**src/rtl/ex_mem_pipe.sv**
```systemverilog
// ex_mem_pipe: EX/MEM pipeline register as a 2-entry skid buffer with forwarding and branch taps
module ex_mem_pipe #(
  parameter int WIDTH = 32,
  parameter int RW    = 5
) (
  input  logic             clk,
  input  logic             rst_n,
  input  logic             flush,
  input  logic             in_valid,
  output logic             in_ready,
  input  logic [WIDTH-1:0] in_z,
  input  logic             in_zero,
  input  logic [WIDTH-1:0] in_rd2,
  input  logic [RW-1:0]    in_dst,
  input  logic [3:0]       in_ctrl,
  output logic             out_valid,
  input  logic             out_ready,
  output logic [WIDTH-1:0] out_z,
  output logic             out_zero,
  output logic [WIDTH-1:0] out_rd2,
  output logic [RW-1:0]    out_dst,
  output logic [3:0]       out_ctrl,
  output logic             fwd_valid,
  output logic [RW-1:0]    fwd_dst,
  output logic [WIDTH-1:0] fwd_data,
  output logic             br_taken,
  output logic [1:0]       occupancy
);
  localparam int PW = 2*WIDTH + RW + 5;
  typedef enum logic [1:0] {EMPTY = 2'd0, ONE = 2'd1, FULL = 2'd2} state_t;
  state_t        state_q, state_d;
  logic [PW-1:0] head_q, skid_q, in_pl;
  logic          in_ready_q, in_fire, out_fire;
  assign in_pl     = {in_z, in_zero, in_rd2, in_dst, in_ctrl};
  assign {out_z, out_zero, out_rd2, out_dst, out_ctrl} = head_q;
  assign in_ready  = in_ready_q;
  assign out_valid = state_q != EMPTY;
  assign occupancy = state_q;
  assign in_fire   = in_valid & in_ready_q;
  assign out_fire  = out_valid & out_ready;
  assign fwd_valid = out_valid & out_ctrl[3] & ~out_ctrl[2] & (|out_dst);
  assign fwd_dst   = out_dst;
  assign fwd_data  = out_z;
  assign br_taken  = out_valid & out_ctrl[0] & out_zero;
  always_comb begin
    state_d = flush             ? EMPTY :
              state_q == EMPTY  ? (in_fire ? ONE : EMPTY) :
              state_q == ONE    ? ((in_fire & ~out_fire) ? FULL : (~in_fire & out_fire) ? EMPTY : ONE) :
                                  (out_fire ? ONE : FULL);
  end
  // Payload is only written on moves; pops and flushes just retire the valid state.
  always_ff @(posedge clk) begin
    if (!rst_n) begin
      state_q    <= EMPTY;
      head_q     <= '0;
      skid_q     <= '0;
      in_ready_q <= 1'b0;
    end else begin
      state_q    <= state_d;
      in_ready_q <= state_d != FULL;
      if (!flush) begin
        if (in_fire && (state_q == EMPTY || out_fire)) head_q <= in_pl;
        else if (state_q == FULL && out_fire) head_q <= skid_q;
        if (in_fire && !out_fire && state_q == ONE) skid_q <= in_pl;
      end
    end
  end
endmodule

```
**config.mk**
```make
export PLATFORM = sky130hd
export DESIGN_NAME = ex_mem_pipe
export DESIGN_NICKNAME = d
export VERILOG_FILES = /design/src/rtl/ex_mem_pipe.sv
export SDC_FILE = /design/constraint.sdc
export NUM_CORES = 1
export LEC_CHECK = 0
export ABC_AREA = 1
export ABC_CLOCK_PERIOD_IN_PS = 2820
export CORE_MARGIN = 3
export CORE_UTILIZATION = 25
export CTS_BUF_LIST = sky130_fd_sc_hd__clkbuf_4 sky130_fd_sc_hd__clkbuf_8
export CTS_CLUSTER_DIAMETER = 100
export DETAILED_ROUTE_END_ITERATION = 12
export GPL_ROUTABILITY_DRIVEN = 0
export PLACE_DENSITY = 0.45
export SYNTH_ARGS = -nofsm -noshare
export SYNTH_HDL_FRONTEND = slang
export SYNTH_SLANG_ARGS = --single-unit
```
**constraint.sdc**
```tcl
create_clock -name clk -period 2.82 [get_ports clk]
set_clock_uncertainty 0.05 [all_clocks]
set_input_delay 0.282 -clock clk [delete_from_list [all_inputs] [get_ports clk]]
set_output_delay 0.282 -clock clk [all_outputs]
set_load 0.03 [all_outputs]
```
==> results.md, run 1 <==
- Status: complete, no violations
- Critical path launch point type: flop
- Mapped Cells: 1173
- Synth Area in Compound Gates: 10.2%
- Max Cap Viol: 0
- Core area: 28900 um2
- DIE AREA: 31700 um2
- Global-route wire length before repair: 32200 um
- Vias: 6606
- Setup TNS: 0 ns
- Synth warnings: 0
- Synth Register Bits: 151
- CP endpoint kind: primary output
- Max Slew Vio Count: 0
- Vias in the first global route: 6223
- WS Path Type: flop to primary output
- Synth area leaders: dfxtp_1 41%, nand2_1 15%, inv_1 12%, nor2_1 12%, a21oi_1 5.1%
- Per-cell routed wire length: 11.7 um
- Register area share after synthesis: 40.8%
- Setup Viol. Count Final: 0
- Post-route ant nets: 0
- Final antenna diode count: 0
- Yosys cell types: 20
- Final instance area: 9760 um2
- Mux contribution to synthesized area: 0%
- CTS root buf: clkbuf_8
- RSZ-0062 raised after global routing: false
- Fmax: 430 MHz
- Util after Layout: 33.7%
- Initial antenna violation count: 1
- Final Hold Vio Count: 0
- Initial Util: 25.6%
- Clk slew on worst S/H paths: 0.09 ns
- Largest family of logic cells by synthesized area: simple AND/OR/NAND/NOR gates
- Routed wl met3: 1340 um
- Yosys top cell area share: 40.8%
- Syn_nets: 1252
- Area post-placement: 9340 um2
- Buffers on Ports: 195
- Skew-Pair Late Insertion Delay: 0.44 ns
- Post-CTS Setup Bufs: 0
- Pre-CTS setup slack: 0.611 ns
- Detailed Route WL: 19900 um
- Maximum VDD drop: 283 uV
- Vias per inst: 3.90
- Die extent in x: 178 um
- Met2 wire length: 8460 um
- CTS Hold Bufs: 0
- Worst Hold Class: primary input to flop
- Power Dens Cells: 501 nW/um2
- Syn avg cell area: 6.31 um2
- TritonRoute pass-1 iters: 5
- Final layout net count: 1377
- Row count: 62
- Final setup margin: 0.496 ns
- Top Layer Used: met5
- CTS buffer count: 17
- Worst-Margin Slew: 0.565 ns
- Post-synthesis simple-gate area fraction: 27.8%
- Largest net degree at the start of global routing: 68
- XOR/XNOR Fraction of Synth Area: 0%
- Share of cells above drive strength 1: 4.12%
- Mapped cell area: 7410 um2
- Adder-Cell Fraction of Synth Area: 0%
- Worst-case headroom to the max-slew limit: 62.3%
- GRT Residual Overflow: 0
- WP data required: 2.49 ns
- Io pins: 196
- TritonCTS clock tree: yes
- Fin crit share: 82.4%
- DRT iter0 DRCs: 299
- Worst-case clock buffer depth: 2
- Min Tclk post-route: 2.32 ns
- Wire length on met1: 9890 um
- Area leader, netlist: dfxtp_1
- CP arrival: 1.99 ns
- H-tree depth: 4
- Total GRT Usage: 12.8%
- DIE HEIGHT: 178 um
- Cell leakage power: 4.27 nW
- Clock Sinks: 151
- HPWL Detailed: 12900 um
- Cts repair resizes: 0
- CP max FO: 5
- Layout area overhead: 31.8%
- DRC Markers: 0
[logic make-up (layout without fill, tap and decap cells)]
logic type / count (synthesis) / in the layout
simple gates: 540 / 540
flops: 151 / 151
buf+inv: 331 / 469
compound gates: 151 / 151
[critical path: stages (launching register included)]
cell	delay, ns
dfxtp_1	0.42
nor2_1	0.10
nor3_1	0.19
o21ai_0	0.12
inv_1	0.06
clkdlybuf4s50_1	0.67
[report_power, final]
part           leakage (nW)  internal [mW]  switching [mW]  total [mW]
Sequential             1.23           2.19          0.0421        2.24
Combinational          2.84          0.347           0.470       0.817
Clock                 0.205          0.936           0.900        1.84
[path summary, 6_finish.rpt]
| kind | from | slack, ns | depth (start not counted) | to |
|---|---|---|---|---|
| min reg2reg | skid_q[46]$_SDFFE_PN0P_ | 0.39 | 2 | skid_q[46]$_SDFFE_PN0P_ |
| min | rst_n | 0.28 | 3 | head_q[14]$_SDFFE_PN0P_ |
| max reg2reg | occupancy[1]$_SDFF_PN0_ | 1.10 | 8 | head_q[60]$_SDFFE_PN0P_ |
| max | occupancy[1]$_SDFF_PN0_ | 0.50 | 5 | fwd_valid |
[per-layer routing]
metal | up-vias | track usage, %
li1 | 3617 | -
met1 | 2839 | 17.0
met2 | 137 | 20.1
met3 | 11 | 4.11
met4 | 2 | 2.78
met5 | - | 0
[sequential cells by signal, indices dropped and copies added, names as in the netlist]
register	count
head_q	74
occupancy	2
in_ready	1
skid_q	74
[through the flow]
step	power, mW	std cells	hold slack [ns]
final	4.89	1695	0.276
after global routing	5.17	1695	0.269
after CTS	5.01	1695	0.238
after detailed placement	3.12	1663	0.385
after global placement	3.11	1663	0.380
after floorplan	2.79	1173	0.374
[cell usage after synthesis (all sizes together)]
library cell and count:
nand4 1, dfxtp 151, buf 80, inv 230, nor3 3, a21oi 76, nor2 228, clkbuf 21
nand2 306, o21ai 75, nand3 2
[cell usage in the layout (no fill, tap or decap), drive strengths merged]
cell,count
o21ai,75
bufinv,3
clkinvlp,4
nand4,1
inv,234
nand3,2
clkinv,1
a21oi,76
buf,13
nor3,3
clkbuf,20
nand2,306
dfxtp,151
nor2,228
clkdlybuf4s50,194
[final cells by class]
cell class,count,area (um2)
multi-input combinational,691,2840
clock buffer,20,263
fill,3151,19200
inverter,230,863
sequential,151,3020
clock inverter,12,166
timing repair buffer,207,2130
tap,384,480
No activity file was read; power rests on OpenSTA's default activity.
==> run 2, diff against run 1 <==
ABC_CLOCK_PERIOD_IN_PS = 2330   (was 2820)
clock period = 2.33 ns   (was 2.82 ns; I/O delays follow)
==> run 2 against run 1 <==
Final area barely moved. Flip-flop and latch count did not move. Global-route usage fell by 0.16 points. Sequential share of layout area barely moved. Highest routed layer unchanged. Largest power group unchanged. Via count fell by 0.41%. Combinational power rose by 22%. Sequential power rose by 21%. Utilization barely moved.
==> results.md, run 2 (synthesized netlist as in run 1, its figures left out) <==
- Status: complete, no violations
- Fin cells: 1696 (+0.059%)
- Worst-case clock buffer depth: 2 (unchanged)
- Initial antenna violation count: 3 (+2)
- DRT iter0 DRCs: 294 (-1.7%)
- DIE HEIGHT: 178 um (unchanged)
- Largest net degree at the start of global routing: 59 (-13%)
- Final setup margin: 0.187 ns (-0.309 ns)
- Vias: 6579 (-0.41%)
- Critical path launch point type: flop
- Fmax: 467 MHz
- Layout area overhead: 31.7% (about the same)
- Commonest non-fill, non-tap cell in the layout: nand2_1
- Max Slew Vio Count: 0 (unchanged)
- Vias per inst: 3.88 (-0.47%)
- Die extent in x: 178 um (unchanged)
- GRT Residual Overflow: 0 (unchanged)
- Buffers on Ports: 195 (unchanged)
- CTS buffer count: 17 (unchanged)
- Worst path max stage delay: 0.74 ns (+0.07 ns)
- Max Cap Viol: 0 (unchanged)
- Total GRT Usage: 12.6% (-0.16 points)
- Worst Setup SP: occupancy[1]$_SDFF_PN0_
- Clk slew on worst S/H paths: 0.10 ns (about the same)
- Final antenna diode count: 0 (unchanged)
- Cell leakage power: 4.28 nW (about the same)
- Io pins: 196 (unchanged)
- Share of cells above drive strength 1: 4.19% (+0.073 points)
- HPWL Detailed: 12800 um (-0.80%)
- DIE AREA: 31700 um2 (unchanged)
- Fin crit share: 92.0%
- CP delay by family, top: buffers and inverters
- Crit path cell chain: nor2_1 > nor3_1 > clkdlybuf4s50_1
- DRC Markers: 0 (unchanged)
- Core area: 28900 um2 (unchanged)
- H-tree depth: 4 (unchanged)
- Worst-Margin Slew: 0.498 ns (-0.0675 ns)
- Row count: 62 (unchanged)
- Final layout net count: 1378 (+0.073%)
- CTS root buf: clkbuf_8
- Setup Viol. Count Final: 0 (unchanged)
- WP data required: 2.05 ns (-0.44 ns)
- Tot Pwr: 5.72 mW (+17%)
- Final Hold Vio Count: 0 (unchanged)
- CTS Hold Bufs: 0 (unchanged)
- TritonCTS clock tree: yes
- Setup TNS: 0 ns (unchanged)
- CP arrival: 1.86 ns (-0.13 ns)
- Detailed Route WL: 19800 um (-0.39%)
- Dpl cells: 1664 (+0.060%)
- Max stage delay cell, worst path: clkdlybuf4s50_1
- Min Tclk post-route: 2.14 ns
- Worst-case headroom to the max-slew limit: 66.8% (+4.5 points)
- Final instance area: 9760 um2 (about the same)
- Vias in the first global route: 6064 (-2.6%)
- Reg2Reg Depth: 8 (unchanged)
- Fill cells: 3110 (-1.3%)
- Critical path depth in cells: 3 (-2)
- WHS Path Cells: 3 (unchanged)
- Per-cell routed wire length: 11.7 um (-0.45%)
- FF-to-FF Start: occupancy[1]$_SDFF_PN0_
- Power Dens Cells: 587 nW/um2 (+17%)
- CP max FO: 5 (unchanged)
- Pre-CTS setup slack: 0.437 ns (-0.173 ns)
- Global-route wire length before repair: 31700 um (-1.5%)
- TritonRoute pass-1 iters: 4 (-1)
- CP endpoint kind: primary output
- Min-delay src: rst_n
- Most frequent cells in the layout: 303 x nand2_1, 227 x inv_1, 227 x nor2_1
- Area post-placement: 9370 um2 (+0.35%)
- Maximum VDD drop: 357 uV (+26%)
- Critical path buffers and inverters: 1 (-1)
- Post-route ant nets: 0 (unchanged)
- WS Path Type: flop to primary output
- Worst Hold Class: primary input to flop
- Skew-Pair Late Insertion Delay: 0.44 ns (about the same)
- Initial Util: 25.6% (unchanged)
- RSZ-0062 raised after global routing: false
- Clock Sinks: 151 (unchanged)
## run 2: cell count changes in the layout (fill, tap and decap cells not counted), sizes merged
cell | previous run | this run
buf | 13 | 14
bufinv | 3 | 1
clkdlybuf4s50 | 194 | 193
clkinv | 1 | 4
dlygate4sd2 | 0 | 1
inv | 234 | 233
## run 2: tightest hold or removal path, stage by stage
cell and delay [ns]:
buf_4 0.26, nand2_1 0.12, nor2_1 0.04
## run 2: path summary, 6_finish.rpt
| path | to | slack [ns] |
|---|---|---|
| max | br_taken | 0.19 |
| min | head_q[17]$_SDFFE_PN0P_ | 0.20 |
| max reg2reg | head_q[72]$_SDFFE_PN0P_ | 0.76 |
| min reg2reg | skid_q[27]$_SDFFE_PN0P_ | 0.40 |
## run 2: per-stage QoR
stage               hold WS, ns  util [%]
floorplan                 0.374         -
finish                    0.200      33.7
CTS                       0.161      33.7
detailed placement        0.385      32.4
global route              0.182      33.7
global placement          0.381      32.4
## run 2: area by class of cell
type	count	area [um2]	area share (%)
inverters	230	863	8.85
repair buffers	208	2160	22.1
clock inverters	12	120	1.23
multi-input cells	691	2840	29.1
flip-flops and latches	151	3020	31.0
clock buffers	20	269	2.76
well taps	384	480	4.92
## run 2: what timing repair did
item	4_1_cts	5_1_grt
setup buffers	0	0
gates resized for setup	1	0
setup endpoints to repair	1	0
## run 2: where the power goes
group | leakage [nW] | switching, mW | total, mW | internal (mW)
Clock | 0.187 | 1.09 | 2.02 | 0.931
Combinational | 2.86 | 0.570 | 0.994 | 0.424
Sequential | 1.23 | 0.0514 | 2.71 | 2.66
## run 2: per-layer routing
| metal | part of all wire (%) | wire, um | vias to the layer above | global-route usage, % |
|---|---|---|---|---|
| met4 | 0.87 | 172 | 6 | 2.95 |
| met5 | 0.21 | 41 | - | 0 |
| met3 | 7.4 | 1470 | 16 | 3.90 |
| met1 | 48 | 9570 | 2791 | 16.6 |
| met2 | 43 | 8540 | 143 | 20.1 |
| li1 | - | - | 3623 | - |
==> run 3, diff against run 2 <==
SETUP_SLACK_MARGIN = 0.15   (was not set)
==> run 3 against run 2 <==
Hold slack about the same. Sequential share of layout area about the same. Routed wire length unchanged.
==> results.md, run 3 (synthesized netlist as in run 1, its figures left out) <==
- Status: complete, no violations
- Dpl cells: 1664 (unchanged)
- Vias per inst: 3.88 (unchanged)
- Critical path launch point type: flop
- Worst-case clock buffer depth: 2 (unchanged)
- Final Hold Vio Count: 0 (unchanged)
- Per-cell routed wire length: 11.7 um (unchanged)
- Worst hold margin: 0.200 ns (+0.0000370 ns)
- Post-CTS Setup Bufs: 0 (unchanged)
- Final instance area: 9750 um2 (about the same)
- RSZ-0062 raised after global routing: false
- DRT iter0 DRCs: 294 (unchanged)
- Min Tclk post-route: 2.04 ns (-0.101 ns)
- DRC Markers: 0 (unchanged)
- Largest net degree at the start of global routing: 59 (unchanged)
- Clk slew on worst S/H paths: 0.10 ns (about the same)
- Final antenna diode count: 0 (unchanged)
- Power share of the clock group: 35.3% (about the same)
- Vias in the first global route: 6064 (unchanged)
- Row count: 62 (unchanged)
- Max Slew Vio Count: 0 (unchanged)
- TritonCTS clock tree: yes
- Core area: 28900 um2 (unchanged)
- Cell leakage power: 4.28 nW (+0.11%)
- CP endpoint kind: primary output
- H-tree depth: 4 (unchanged)
- Util after Layout: 33.7% (about the same)
- HPWL Detailed: 12800 um (unchanged)
- Fin cells: 1696 (unchanged)
- Critical path buffers and inverters: 2 (+1)
- Sequential share of power: 47.3% (about the same)
- WS Path Type: flop to primary output
- Die extent in x: 178 um (unchanged)
- Crit path cell chain: inv_2 > nand2_2 > clkdlybuf4s50_1
- GRT Residual Overflow: 0 (unchanged)
- Area post-placement: 9370 um2 (unchanged)
- Total GRT Usage: 12.6% (unchanged)
- WP data required: 2.05 ns (about the same)
- Setup TNS: 0 ns (unchanged)
- Final layout net count: 1378 (unchanged)
- Fill cells: 3111 (+0.032%)
- Initial antenna violation count: 3 (unchanged)
- TritonRoute pass-1 iters: 4 (unchanged)
- Worst-case headroom to the max-slew limit: 66.8% (unchanged)
- DIE HEIGHT: 178 um (unchanged)
- Share of cells above drive strength 1: 4.19% (unchanged)
- Io pins: 196 (unchanged)
- Detailed Route WL: 19800 um (unchanged)
- Skew-Pair Late Insertion Delay: 0.44 ns (about the same)
- Fmax: 490 MHz (+5.0%)
- Net Switching: 1.71 mW (about the same)
- Most frequent cells in the layout: 303 x nand2_1, 227 x inv_1, 227 x nor2_1
- DIE AREA: 31700 um2 (unchanged)
- Commonest non-fill, non-tap cell in the layout: nand2_1
- Max Cap Viol: 0 (unchanged)
- Pint: 4.01 mW (about the same)
- CTS Hold Bufs: 0 (unchanged)
- Maximum VDD drop: 357 uV (about the same)
- Post-route ant nets: 0 (unchanged)
- CP max FO: 5 (unchanged)
- Worst Hold Class: primary input to flop
- Worst-Margin Slew: 0.498 ns (unchanged)
- Setup Viol. Count Final: 0 (unchanged)
- CP arrival: 1.76 ns (-0.10 ns)
- CTS buffer count: 17 (unchanged)
- Clock Sinks: 151 (unchanged)
- Max stage delay cell, worst path: clkdlybuf4s50_1
- Power share of the combinational group: 17.4% (about the same)
- Vias: 6579 (unchanged)
- Buffers on Ports: 195 (unchanged)
- Layout area overhead: 31.7% (about the same)
- Worst path max stage delay: 0.73 ns (about the same)
- CP delay by family, top: buffers and inverters
- Global-route wire length before repair: 31700 um (unchanged)
- Switching share of power: 29.9% (about the same)
- Fin crit share: 87.6% (-4.3 points)
- CTS root buf: clkbuf_8
- Power Dens Cells: 587 nW/um2 (about the same)
- Initial Util: 25.6% (unchanged)
==> run 3: final cells by class <==
| type | count | area (um2) | area share, % |
|---|---|---|---|
| sequential | 151 | 3020 | 31.0 |
| multi-input combinational | 691 | 2840 | 29.1 |
| timing repair buffer | 208 | 2160 | 22.1 |
| inverter | 230 | 863 | 8.85 |
| tap | 384 | 480 | 4.93 |
| clock buffer | 20 | 269 | 2.76 |
| clock inverter | 12 | 120 | 1.23 |
==> run 3: repair_timing <==
item,in CTS,in global routing
resized for setup,2,0
setup endpoints to repair,2,0
hold endpoints to repair,0,0
==> run 3: power by group through the flow <==
stage / sequential (mW) / clock [mW] / combinational [mW]
2_1_floorplan: 2.90 / 0 / 0.483
3_3_place_gp: 2.77 / 0 / 1.01
3_5_place_dp: 2.77 / 0 / 1.01
4_1_cts: 2.71 / 2.14 / 1.01
5_1_grt: 2.72 / 2.25 / 1.10
6_report: 2.71 / 2.02 / 0.994
==> run 3: through the flow <==
| stage | power, mW | worst slack [ns] |
|---|---|---|
| after floorplan | 3.38 | 0.689 |
| after global placement | 3.78 | 0.448 |
| after detailed placement | 3.78 | 0.437 |
| after CTS | 5.86 | 0.206 |
| after global routing | 6.07 | 0.183 |
| final | 5.72 | 0.289 |
==> run 3: path summary, 6_finish.rpt <==
kind,start,to,slack [ns],cells after the start
setup / recovery,occupancy[1]$_SDFF_PN0_,out_valid,0.29,3
hold / removal,rst_n,head_q[17]$_SDFFE_PN0P_,0.20,3
setup reg to reg,occupancy[1]$_SDFF_PN0_,head_q[72]$_SDFFE_PN0P_,0.76,8
hold reg to reg,skid_q[27]$_SDFFE_PN0P_,skid_q[27]$_SDFFE_PN0P_,0.40,2
==> run 3: worst reg2reg max path, delay by kind of cell, from the launching register on <==
kind	cells	cell delay, ns
simple gates	6	0.67
buf+inv	2	0.34
flops	1	0.42
==> run 3: layer usage <==
| layer | part of all wire (%) | global-route usage, % | vias up |
|---|---|---|---|
| met2 | 43 | 20.1 | 143 |
| met1 | 48 | 16.6 | 2791 |
| li1 | - | - | 3623 |
| met3 | 7.4 | 3.90 | 16 |
| met4 | 0.87 | 2.95 | 6 |
| met5 | 0.21 | 0 | - |
